--- src/rtl/shift_deserializer_if.sv ---
// Bus bundle for the serial-to-parallel deserializer.
// The master side drives the serial stream and the consumer handshake;
// the slave side (the deserializer) returns the assembled word and status.
interface shift_deserializer_if #(
    parameter int WIDTH = 8
);
    localparam int CW = $clog2(WIDTH);

    logic             e;
    logic             sin;
    logic             sin_valid;
    logic             msb_first;
    logic             out_ready;
    logic             clr_ovr;
    logic [WIDTH-1:0] out;
    logic             out_valid;
    logic             busy;
    logic             overrun;
    logic [CW-1:0]    bit_cnt;

    modport master (
        output e, sin, sin_valid, msb_first, out_ready, clr_ovr,
        input  out, out_valid, busy, overrun, bit_cnt
    );

    modport slave (
        input  e, sin, sin_valid, msb_first, out_ready, clr_ovr,
        output out, out_valid, busy, overrun, bit_cnt
    );
endinterface

--- src/rtl/shift_deserializer.sv ---
// Serial-to-parallel deserializer with a one-word output register,
// valid/ready handshake and a sticky overrun flag.
//
// state | meaning
// IDLE  | no word in progress, bit_cnt = 0
// SHIFT | word partially received, 1 <= bit_cnt <= WIDTH-1
module shift_deserializer #(
    parameter int WIDTH = 8
) (
    input logic               clk,
    input logic               rst,
    shift_deserializer_if.slave bus
);
    localparam int CW = $clog2(WIDTH);
    localparam logic [CW-1:0] LAST = CW'(WIDTH - 1);

    typedef enum logic {
        IDLE  = 1'b0,
        SHIFT = 1'b1
    } state_t;

    state_t           state, state_nxt;
    logic [CW-1:0]    cnt, cnt_nxt;
    logic [WIDTH-1:0] shreg, shreg_nxt;
    logic [WIDTH-1:0] word;
    logic             msb_lat, msb_nxt, msb_cur;
    logic [CW-1:0]    pos;
    logic             accept;
    logic             done;
    logic             drop;
    logic [WIDTH-1:0] out_q;
    logic             out_valid_q;
    logic             overrun_q;

    // State, bit counter, shifter and latched bit order register
    always_ff @(posedge clk) begin
        if (!rst) begin
            state   <= IDLE;
            cnt     <= '0;
            shreg   <= '0;
            msb_lat <= 1'b0;
        end else begin
            state   <= state_nxt;
            cnt     <= cnt_nxt;
            shreg   <= shreg_nxt;
            msb_lat <= msb_nxt;
        end
    end

    // Next-state logic: place the incoming bit and detect word completion
    always_comb begin
        state_nxt = state;
        cnt_nxt   = cnt;
        shreg_nxt = shreg;
        msb_nxt   = msb_lat;
        done      = 1'b0;
        accept    = bus.e & bus.sin_valid;
        // Bit order is taken from the first bit of a word and then frozen.
        msb_cur   = (state == IDLE) ? bus.msb_first : msb_lat;
        pos       = msb_cur ? (LAST - cnt) : cnt;
        word      = shreg;
        word[pos] = bus.sin;
        if (accept) begin
            case (state)
                IDLE: begin
                    msb_nxt = bus.msb_first;
                    if (cnt == LAST) begin
                        done      = 1'b1;
                        shreg_nxt = '0;
                    end else begin
                        state_nxt = SHIFT;
                        cnt_nxt   = cnt + CW'(1);
                        shreg_nxt = word;
                    end
                end
                SHIFT: begin
                    if (cnt == LAST) begin
                        done      = 1'b1;
                        state_nxt = IDLE;
                        cnt_nxt   = '0;
                        shreg_nxt = '0;
                    end else begin
                        cnt_nxt   = cnt + CW'(1);
                        shreg_nxt = word;
                    end
                end
                default: begin
                    state_nxt = IDLE;
                    cnt_nxt   = '0;
                    shreg_nxt = '0;
                end
            endcase
        end
    end

    // A finished word is lost only if the previous one is still held and not taken now
    assign drop = done & out_valid_q & ~bus.out_ready;

    // Output word register, handshake and sticky overrun flag
    always_ff @(posedge clk) begin
        if (!rst) begin
            out_q       <= '0;
            out_valid_q <= 1'b0;
            overrun_q   <= 1'b0;
        end else begin
            if (done && !drop) begin
                out_q       <= word;
                out_valid_q <= 1'b1;
            end else if (out_valid_q && bus.out_ready) begin
                out_valid_q <= 1'b0;
            end
            if (drop) begin
                overrun_q <= 1'b1;
            end else if (bus.clr_ovr) begin
                overrun_q <= 1'b0;
            end
        end
    end

    assign bus.out       = out_q;
    assign bus.out_valid = out_valid_q;
    assign bus.overrun   = overrun_q;
    assign bus.busy      = (state == SHIFT);
    assign bus.bit_cnt   = cnt;
endmodule

--- src/flat_wrapper.sv ---
// flat-port wrapper written by rule: the top's interface ports become plain ports
module shift_deserializer_flat 
#(
    parameter int WIDTH = 8
)
  (clk, rst, bus_e, bus_sin, bus_sin_valid, bus_msb_first, bus_out_ready, bus_clr_ovr, bus_out, bus_out_valid, bus_busy, bus_overrun, bus_bit_cnt);
  shift_deserializer_if #(.WIDTH(WIDTH)) bus_i ();
  input logic clk;
  input logic rst;
  input wire logic [$bits(bus_i.e)-1:0] bus_e;
  input wire logic [$bits(bus_i.sin)-1:0] bus_sin;
  input wire logic [$bits(bus_i.sin_valid)-1:0] bus_sin_valid;
  input wire logic [$bits(bus_i.msb_first)-1:0] bus_msb_first;
  input wire logic [$bits(bus_i.out_ready)-1:0] bus_out_ready;
  input wire logic [$bits(bus_i.clr_ovr)-1:0] bus_clr_ovr;
  output wire logic [$bits(bus_i.out)-1:0] bus_out;
  output wire logic [$bits(bus_i.out_valid)-1:0] bus_out_valid;
  output wire logic [$bits(bus_i.busy)-1:0] bus_busy;
  output wire logic [$bits(bus_i.overrun)-1:0] bus_overrun;
  output wire logic [$bits(bus_i.bit_cnt)-1:0] bus_bit_cnt;
  assign bus_i.e = bus_e;
  assign bus_i.sin = bus_sin;
  assign bus_i.sin_valid = bus_sin_valid;
  assign bus_i.msb_first = bus_msb_first;
  assign bus_i.out_ready = bus_out_ready;
  assign bus_i.clr_ovr = bus_clr_ovr;
  assign bus_out = bus_i.out;
  assign bus_out_valid = bus_i.out_valid;
  assign bus_busy = bus_i.busy;
  assign bus_overrun = bus_i.overrun;
  assign bus_bit_cnt = bus_i.bit_cnt;
  shift_deserializer #(.WIDTH(WIDTH)) u_core (.clk(clk), .rst(rst), .bus(bus_i));
endmodule
--- config.mk ---
export PLATFORM = sky130hd
export DESIGN_NAME = shift_deserializer_flat
export DESIGN_NICKNAME = d
export VERILOG_FILES = /design/src/rtl/shift_deserializer_if.sv /design/src/rtl/shift_deserializer.sv /design/src/flat_wrapper.sv
export SDC_FILE = /design/constraint.sdc
export NUM_CORES = 1
export LEC_CHECK = 0
export ABC_AREA = 1
export ABC_CLOCK_PERIOD_IN_PS = 2050
export BUFFER_PORTS_ARGS = -buffer_cell sky130_fd_sc_hd__buf_4
export CORE_MARGIN = 2
export CORE_UTILIZATION = 54
export CTS_CLUSTER_SIZE = 24
export DETAILED_ROUTE_END_ITERATION = 12
export HOLD_SLACK_MARGIN = 0.03
export PLACE_DENSITY_LB_ADDON = 0.3
export SLEW_MARGIN = 30
export SYNTH_ARGS = -nofsm -noshare
export SYNTH_HDL_FRONTEND = slang
export SYNTH_SLANG_ARGS = --single-unit
--- constraint.sdc ---
create_clock -name clk -period 2.05 [get_ports clk]
set_clock_uncertainty 0.15 [all_clocks]
set_input_delay 0.205 -clock clk [delete_from_list [all_inputs] [get_ports clk]]
set_output_delay 0.205 -clock clk [all_outputs]
set_load 0.02 [all_outputs]
==> results of run 1 <==
## layer usage
metal / GRT usage (%) / routed length, um / vias to the layer above
li1: - / - / 649
met1: 27.7 / 1190 / 553
met2: 35.0 / 1200 / 38
met3: 2.59 / 127 / 9
met4: 10.5 / 63 / 0
met5: 0 / 0 / -
## flip-flops by register name, summed over array words and instances, names as in the netlist
signal,cells
u_core.shreg,8
u_core.bus.bit_cnt,3
u_core.bus.busy,1
u_core.bus.out_valid,1
u_core.bus.overrun,1
u_core.bus.out,8
u_core.msb_lat,1
## final timing paths
kind,to,slack (ns)
setup / recovery,u_core.bus.out[0],0.32
hold / removal,u_core.bus.overrun,0.07
setup reg to reg,u_core.bus.out[0],0.32
hold reg to reg,u_core.shreg[6],0.32
## stage by stage
step,std cells,util (%),hold slack [ns]
2_1_floorplan,190,-,0.173
3_3_place_gp,237,63.9,0.302
3_5_place_dp,237,63.9,0.303
4_1_cts,242,65.6,0.0700
5_1_grt,242,65.6,0.0704
6_report,242,65.6,0.0711
## cell usage in the layout, fill, tap and decap left out
cell type       n
a211oi_1        1
a21oi_1        10
a22oi_1         1
a31oi_1         1
buf_4          22
clkbuf_4        3
clkinv_1        1
clkinv_2        1
dfxtp_1        23
dlygate4sd3_1   1
ha_1            2
inv_1          27
nand2_1        47
nand2_2         6
nand3_1        36
nor2_1         25
nor2_2          1
nor3_4          1
o21a_1          1
o21ai_0         4
## worst max-delay path, delay by kind of cell, from the launching register on
family | cells | cell delay (ns)
and+or+nand+nor | 4 | 0.38
DFF | 1 | 0.43
adders and majority gates | 2 | 0.37
buffers and inverters | 3 | 0.36
## power groups by stage
| stage | clock network (mW) | registers [mW] | logic, mW |
|---|---|---|---|
| finish | 0.210 | 0.470 | 0.172 |
| global route | 0.236 | 0.472 | 0.193 |
| CTS | 0.218 | 0.469 | 0.169 |
| detailed placement | 0 | 0.479 | 0.167 |
| global placement | 0 | 0.479 | 0.164 |
| floorplan | 0 | 0.483 | 0.120 |
## final cells by class
type | instances | area (sq um) | area share (%)
multi-input cells | 136 | 634 | 44.1
inverters | 28 | 105 | 7.31
clock inverters | 1 | 5.00 | 0.348
flip-flops and latches | 23 | 460 | 32.0
clock buffers | 3 | 22.5 | 1.57
repair buffers | 23 | 175 | 12.2
well taps | 28 | 35.0 | 2.44
## repair_timing
item | in CTS | in global routing
gates resized for setup | 0 | 0
hold buffers | 1 | 0
hold endpoints to repair | 4 | 0
## kinds of logic after synthesis
family | synth area share [%]
compound gates | 8.02
fa+ha+maj | 2.03
buf+inv | 11.2
flops | 37.4
simple gates | 41.4
==> run summary, run 1 <==
• **routed vias** 1,249
• **CTS max path bufs** 2
• **post-CTS setup repair buffer count** 0
• **violation count after the first detailed-route iteration** 57
• **WL/cell** 10.7 um
• **post-synthesis instance area** 0.00123 sq mm
• **CTS Root Cell** clkbuf_4
• **final critical-path required period** 1.73 ns
• **Core Box Area** 0.00219 sq mm
• **drt first pass iters** 4
• **Worst slew margin** 64.2%
• **worst reg-to-reg path cell count** 9
• **Slowest-stage cell, CP** dfxtp_1
• **post-synthesis average cell area** 6.49 sq um
• **post-synthesis register bit count** 23
• **Tot Pwr** 852 uW
• **GRT overflow** 0
• **detailed-route DRC error count** 0
• **Setup TNS** 0 ns
• **clock tree from TritonCTS** yes
• **placer's final routability congestion estimate** 0.859
• **sequential fraction of design power** 55.1%
• **antenna violations before repair** 0
• **IO Pins** 22
• **number of unique standard cell types used by synthesis** 19
• **number of standard-cell rows in the floorplan** 17
• **Data required, critical path** 2.17 ns
• **outcome** completed
• **wire length of the first global-routing pass** 4280 um
• **worst-path fanout max** 16
• **area growth from synthesis to layout** 16.6%
• **worst slack at placement** 0.327 ns
• **post-synthesis net count** 200
• **power spent charging and discharging nets** 262 uW
• **post-synthesis cell count** 190
• **number of endpoints with negative hold slack in the final report** 0
• **switching power share of the total** 30.8%
• **Worst R2R Start** u_core.bus.bit_cnt[1]
• **Achievable Freq** 0.577 GHz
• **share of the yosys chip area belonging to registers** 37.4%
• **number of synthesis warnings** 0
• **number of flops mapped to enable cells by yosys** 0
• **part of the cycle the worst path needs** 84.6%
• **ordered list of cells on the worst path** ha_1 -> ha_1 -> inv_1 -> nor3_4 -> buf_4 -> nor2_1 -> nor2_1 -> nand2_1 -> inv_1
• **share of the synthesized area in the top cell type** 37.4%
• **clock buffer count from CTS** 3
• **via-per-instance ratio** 5.16
• **source of the worst hold timing path** bus_clr_ovr
• **number of max-slew violations in the final report** 0
• **Final Net Count** 225
• **HPWL reported at the end of detailed placement** 1870 um
• **worst supply voltage drop on vdd** 0.000369 V
• **biggest cell delay along the critical path** 0.43 ns
• **share of flip-flops with an asynchronous set or reset after synthesis** 0%
• **top cells by count, synth** 47 x nand2_1, 36 x nand3_1, 27 x inv_1, 25 x nor2_1, 23 x dfxtp_1
• **slew at the pin closest to its max-slew limit** 0.533 ns
• **largest net degree at the start of global routing** 20
• **share of layout cells above drive strength 1** 15.9%
• **number of clock sinks** 23
• **commonest register cell after synthesis** dfxtp_1
• **Detail Route Antenna Nets** 0
• **final setup violation count** 0
• **number of levels in the clock H-tree** 1
• **DIE AREA** 0.00268 sq mm
• **most instantiated library cell after synthesis** nand2_1
• **ranking of synthesized cells by area** dfxtp_1 37%, nand3_1 15%, nand2_1 14%
• **clock power share** 24.7%
• **max-cap check violation count** 0
• **cell internal power dissipation** 590 uW
• **power density cells** 592 mW/mm^2
• **effective utilization at floorplan** 56.3%
• **Comb power frac** 20.2%
• **total wire length after detailed routing** 2580 um
• **count of antenna diodes in the layout** 0
• **Post-DP Area** 0.00140 sq mm
• **type of the most critical hold path** primary input to register
• **worst hold stages** 4
• **Setup crit start kind** register
• **post-layout worst setup margin** 0.316 ns
• **cell area after layout** 0.00144 sq mm
• **GRT Resource Usage Total** 21.4%
• **filler cell count** 219
• **critical setup path kind** register to register
• **worst skew pair latency** 0.31 ns
• **library cell with the largest summed area after synthesis** dfxtp_1
• **setup repair after global routing missed its margin** no
• **clock transition at the registers of the reported paths** 0.13 ns
• **Static Leak** 0.686 nW
• **total of buffers placed on input and output ports** 21
• **vias in the first global route** 1,014
• **Die Ht** 51.8 um
• **die boundary width** 51.8 um
• **critical path launch point** u_core.bus.bit_cnt[1]
• **sort of element at the end of the critical path** register
• **data arrival time of the critical path** 1.86 ns
(Power assumes the default switching activity.)
==> run 2: changes to the inputs <==
--- a/config.mk
+++ b/config.mk
@@ -6,10 +6,10 @@
 export NUM_CORES = 1
 export LEC_CHECK = 0
 export ABC_AREA = 1
-export ABC_CLOCK_PERIOD_IN_PS = 2050
+export ABC_CLOCK_PERIOD_IN_PS = 1440
 export BUFFER_PORTS_ARGS = -buffer_cell sky130_fd_sc_hd__buf_4
 export CORE_MARGIN = 2
-export CORE_UTILIZATION = 54
+export CORE_UTILIZATION = 49
 export CTS_CLUSTER_SIZE = 24
 export DETAILED_ROUTE_END_ITERATION = 12
 export HOLD_SLACK_MARGIN = 0.03
==> constraint.sdc (replaced) <==
create_clock -name clk -period 1.44 [get_ports clk]
set_clock_uncertainty 0.15 [all_clocks]
set_input_delay 0.144 -clock clk [delete_from_list [all_inputs] [get_ports clk]]
set_output_delay 0.144 -clock clk [all_outputs]
set_load 0.02 [all_outputs]
==> run 2 against run 1 <==
  * The flow now finishes with violations (setup timing)
  * Via count rose by 17%
  * Design area up 30%
  * Fmax grew 6.7%
  * First-iteration DRC count is 82% higher
  * Utilization rose by 11 points
  * Total power rose by 67%
  * Non-clock buffer count increased by 12
  * Setup slack lost 0.50 ns
  * Critical path depth up 2
  * Clock-buffer cell count is the same
  * Register-to-register slack lost 0.50 ns
  * Cell count increased by 5.8%
  * Critical path type unchanged
==> run summary, run 2 (synthesized netlist as in run 1, its figures left out) <==
• **number of levels in the clock H-tree** 1, unchanged
• **clock transition at the registers of the reported paths** 0.13 ns, about the same
• **Static Leak** 0.806 nW, +17%
• **effective utilization at floorplan** 50.7%, -5.6 points
• **storage element area** 477 sq um, +3.5%
• **worst skew pair latency** 0.32 ns, about the same
• **number of standard-cell rows in the floorplan** 18, +1
• **Worst R2R Start** u_core.bus.busy
• **Detail Route Antenna Nets** 0, unchanged
• **GRT Resource Usage Total** 22.0%, +0.67 points
• **count of antenna diodes in the layout** 0, unchanged
• **placer's final routability congestion estimate** 0.845, -1.7%
• **count of non-filler cells in the finished layout** 256, +5.8%
• **filler cell count** 154, -30%
• **Hold Worst Slack** 0.0476 ns, -0.0235 ns
• **drt first pass iters** 6, +2
• **violations in the final reports** setup timing
• **source of the worst hold timing path** bus_out_ready
• **CTS max path bufs** 2, unchanged
• **CTS Root Cell** clkbuf_4
• **commonest cells after routing, fill and taps aside** 40 x nand2_1, 31 x buf_4, 23 x inv_1, 20 x nand3_1
• **cell seen most often among critical-path stages** nand2_1
• **routed vias** 1,464, +17%
• **critical setup path kind** register to register
• **clock buffer count from CTS** 3, unchanged
• **biggest cell delay along the critical path** 0.46 ns, +0.03 ns
• **Final Net Count** 237, +5.3%
• **Core Box Area** 0.00243 sq mm, +11%
• **outcome** finished, violations left
• **sort of element at the end of the critical path** register
• **Tot Pwr** 1.42 mW, +67%
• **most frequent standard cell in the layout excluding fill and tap cells** nand2_1
• **power density cells** 759 mW/mm^2, +28%
• **Die Ht** 54.2 um, +4.6%
• **max-cap check violation count** 0, unchanged
• **number of endpoints with negative hold slack in the final report** 0, unchanged
• **Data required, critical path** 1.56 ns, -0.61 ns
• **wire length of the first global-routing pass** 4770 um, +11%
• **vias in the first global route** 1,147, +13%
• **total of buffers placed on input and output ports** 21, unchanged
• **Worst slew margin** 73.9%, +9.6 points
• **GRT overflow** 0, unchanged
• **area growth from synthesis to layout** 52.2%
• **total area of multi-input combinational cells** 935 sq um, +47%
• **critical path launch point** u_core.bus.busy
• **Setup TNS** -1.67 ns, -1.67 ns
• **data arrival time of the critical path** 1.74 ns, -0.12 ns
• **worst supply voltage drop on vdd** 0.000769 V, +110%
• **slew at the pin closest to its max-slew limit** 0.390 ns, -0.143 ns
• **via-per-instance ratio** 5.72, +11%
• **Slowest-stage cell, CP** dfxtp_4
• **type of the most critical hold path** primary input to register
• **IO Pins** 22, unchanged
• **part of the cycle the worst path needs** 113%, +28 points
• **violation count after the first detailed-route iteration** 104, +82%
• **cell total after placement** 244, +3.0%
• **setup repair after global routing missed its margin** yes
• **clock tree from TritonCTS** yes
• **largest net degree at the start of global routing** 17, -15%
• **worst slack at placement** -0.0905 ns, -0.418 ns
• **Post-DP Area** 0.00149 sq mm, +6.3%
• **detailed-route DRC error count** 0, unchanged
• **dominant delay contributor by cell family on the critical path** simple AND/OR/NAND/NOR gates
• **ordered list of cells on the worst path** inv_8 -> nand2_8 -> nand3_4 -> nand2_4 -> buf_4 -> nand3_1 -> nand2_1 -> nand2_2 -> nand2_1 -> nand2_1 -> inv_1
• **antenna violations before repair** 0, unchanged
• **share of layout cells above drive strength 1** 38.9%, +23 points
• **die boundary width** 54.2 um, +4.6%
• **number of max-slew violations in the final report** 0, unchanged
• **final critical-path required period** 1.62 ns, -0.110 ns
• **post-layout worst setup margin** -0.185 ns, -0.500 ns
• **core occupancy in the finished layout** 77.1%, +11 points
• **final setup violation count** 19, +19
• **cell area after layout** 0.00188 sq mm, +30%
• **WL/cell** 16.9 um, +59%
• **Achievable Freq** 0.615 GHz, +6.7%
• **DIE AREA** 0.00293 sq mm, +9.4%
• **worst-path fanout max** 7, -9
• **total wire length after detailed routing** 4340 um, +68%
• **Setup crit start kind** register
• **HPWL reported at the end of detailed placement** 2030 um, +8.4%
• **number of clock sinks** 23, unchanged
• **buffers and inverters on the worst path** 3, unchanged
-- run 2: where the power goes --
group / switching [mW] / leakage [nW] / internal (mW)
clock network: 0.214 / 0.0177 / 0.104
logic: 0.275 / 0.598 / 0.152
registers: 0.0266 / 0.190 / 0.652
-- run 2: tightest hold or removal path, cell delays in order --
cell    delay [ns]
buf_4         0.08
nor2_1        0.07
o21a_1        0.19
-- run 2: layout make-up --
type | count | area share (%)
sequential | 23 | 25.4
clock inverter | 1 | 0.267
multi-input combinational | 136 | 49.8
clock buffer | 3 | 1.20
timing repair buffer | 35 | 15.1
tap | 30 | 2.00
inverter | 28 | 6.14
-- run 2: path summary, 6_finish.rpt --
check                                       endpoint  cells past startpoint  slack (ns)
worst min register to register       u_core.shreg[7]                      2        0.32
worst max-delay path               u_core.bus.out[7]                     11       -0.18
worst max register to register     u_core.bus.out[7]                     11       -0.18
worst min-delay path            u_core.bus.out_valid                      3        0.05
-- run 2: timing repair --
| action | 4_1_cts | 5_1_grt |
|---|---|---|
| endpoints found under the hold margin | 5 | 0 |
| setup buffers | 3 | 3 |
| resized for setup | 18 | 51 |
| hold buffers | 2 | 0 |
| pin swaps | 8 | 15 |
| setup endpoints to repair | 17 | 19 |
-- run 2: metal layers --
layer / share of wire [%] / global-route usage, % / vias up
met2: 47 / 36.3 / 92
met1: 40 / 28.2 / 672
met4: 4.7 / 10.0 / 0
met5: 0 / 0 / -
met3: 8.1 / 3.06 / 26
li1: - / - / 674
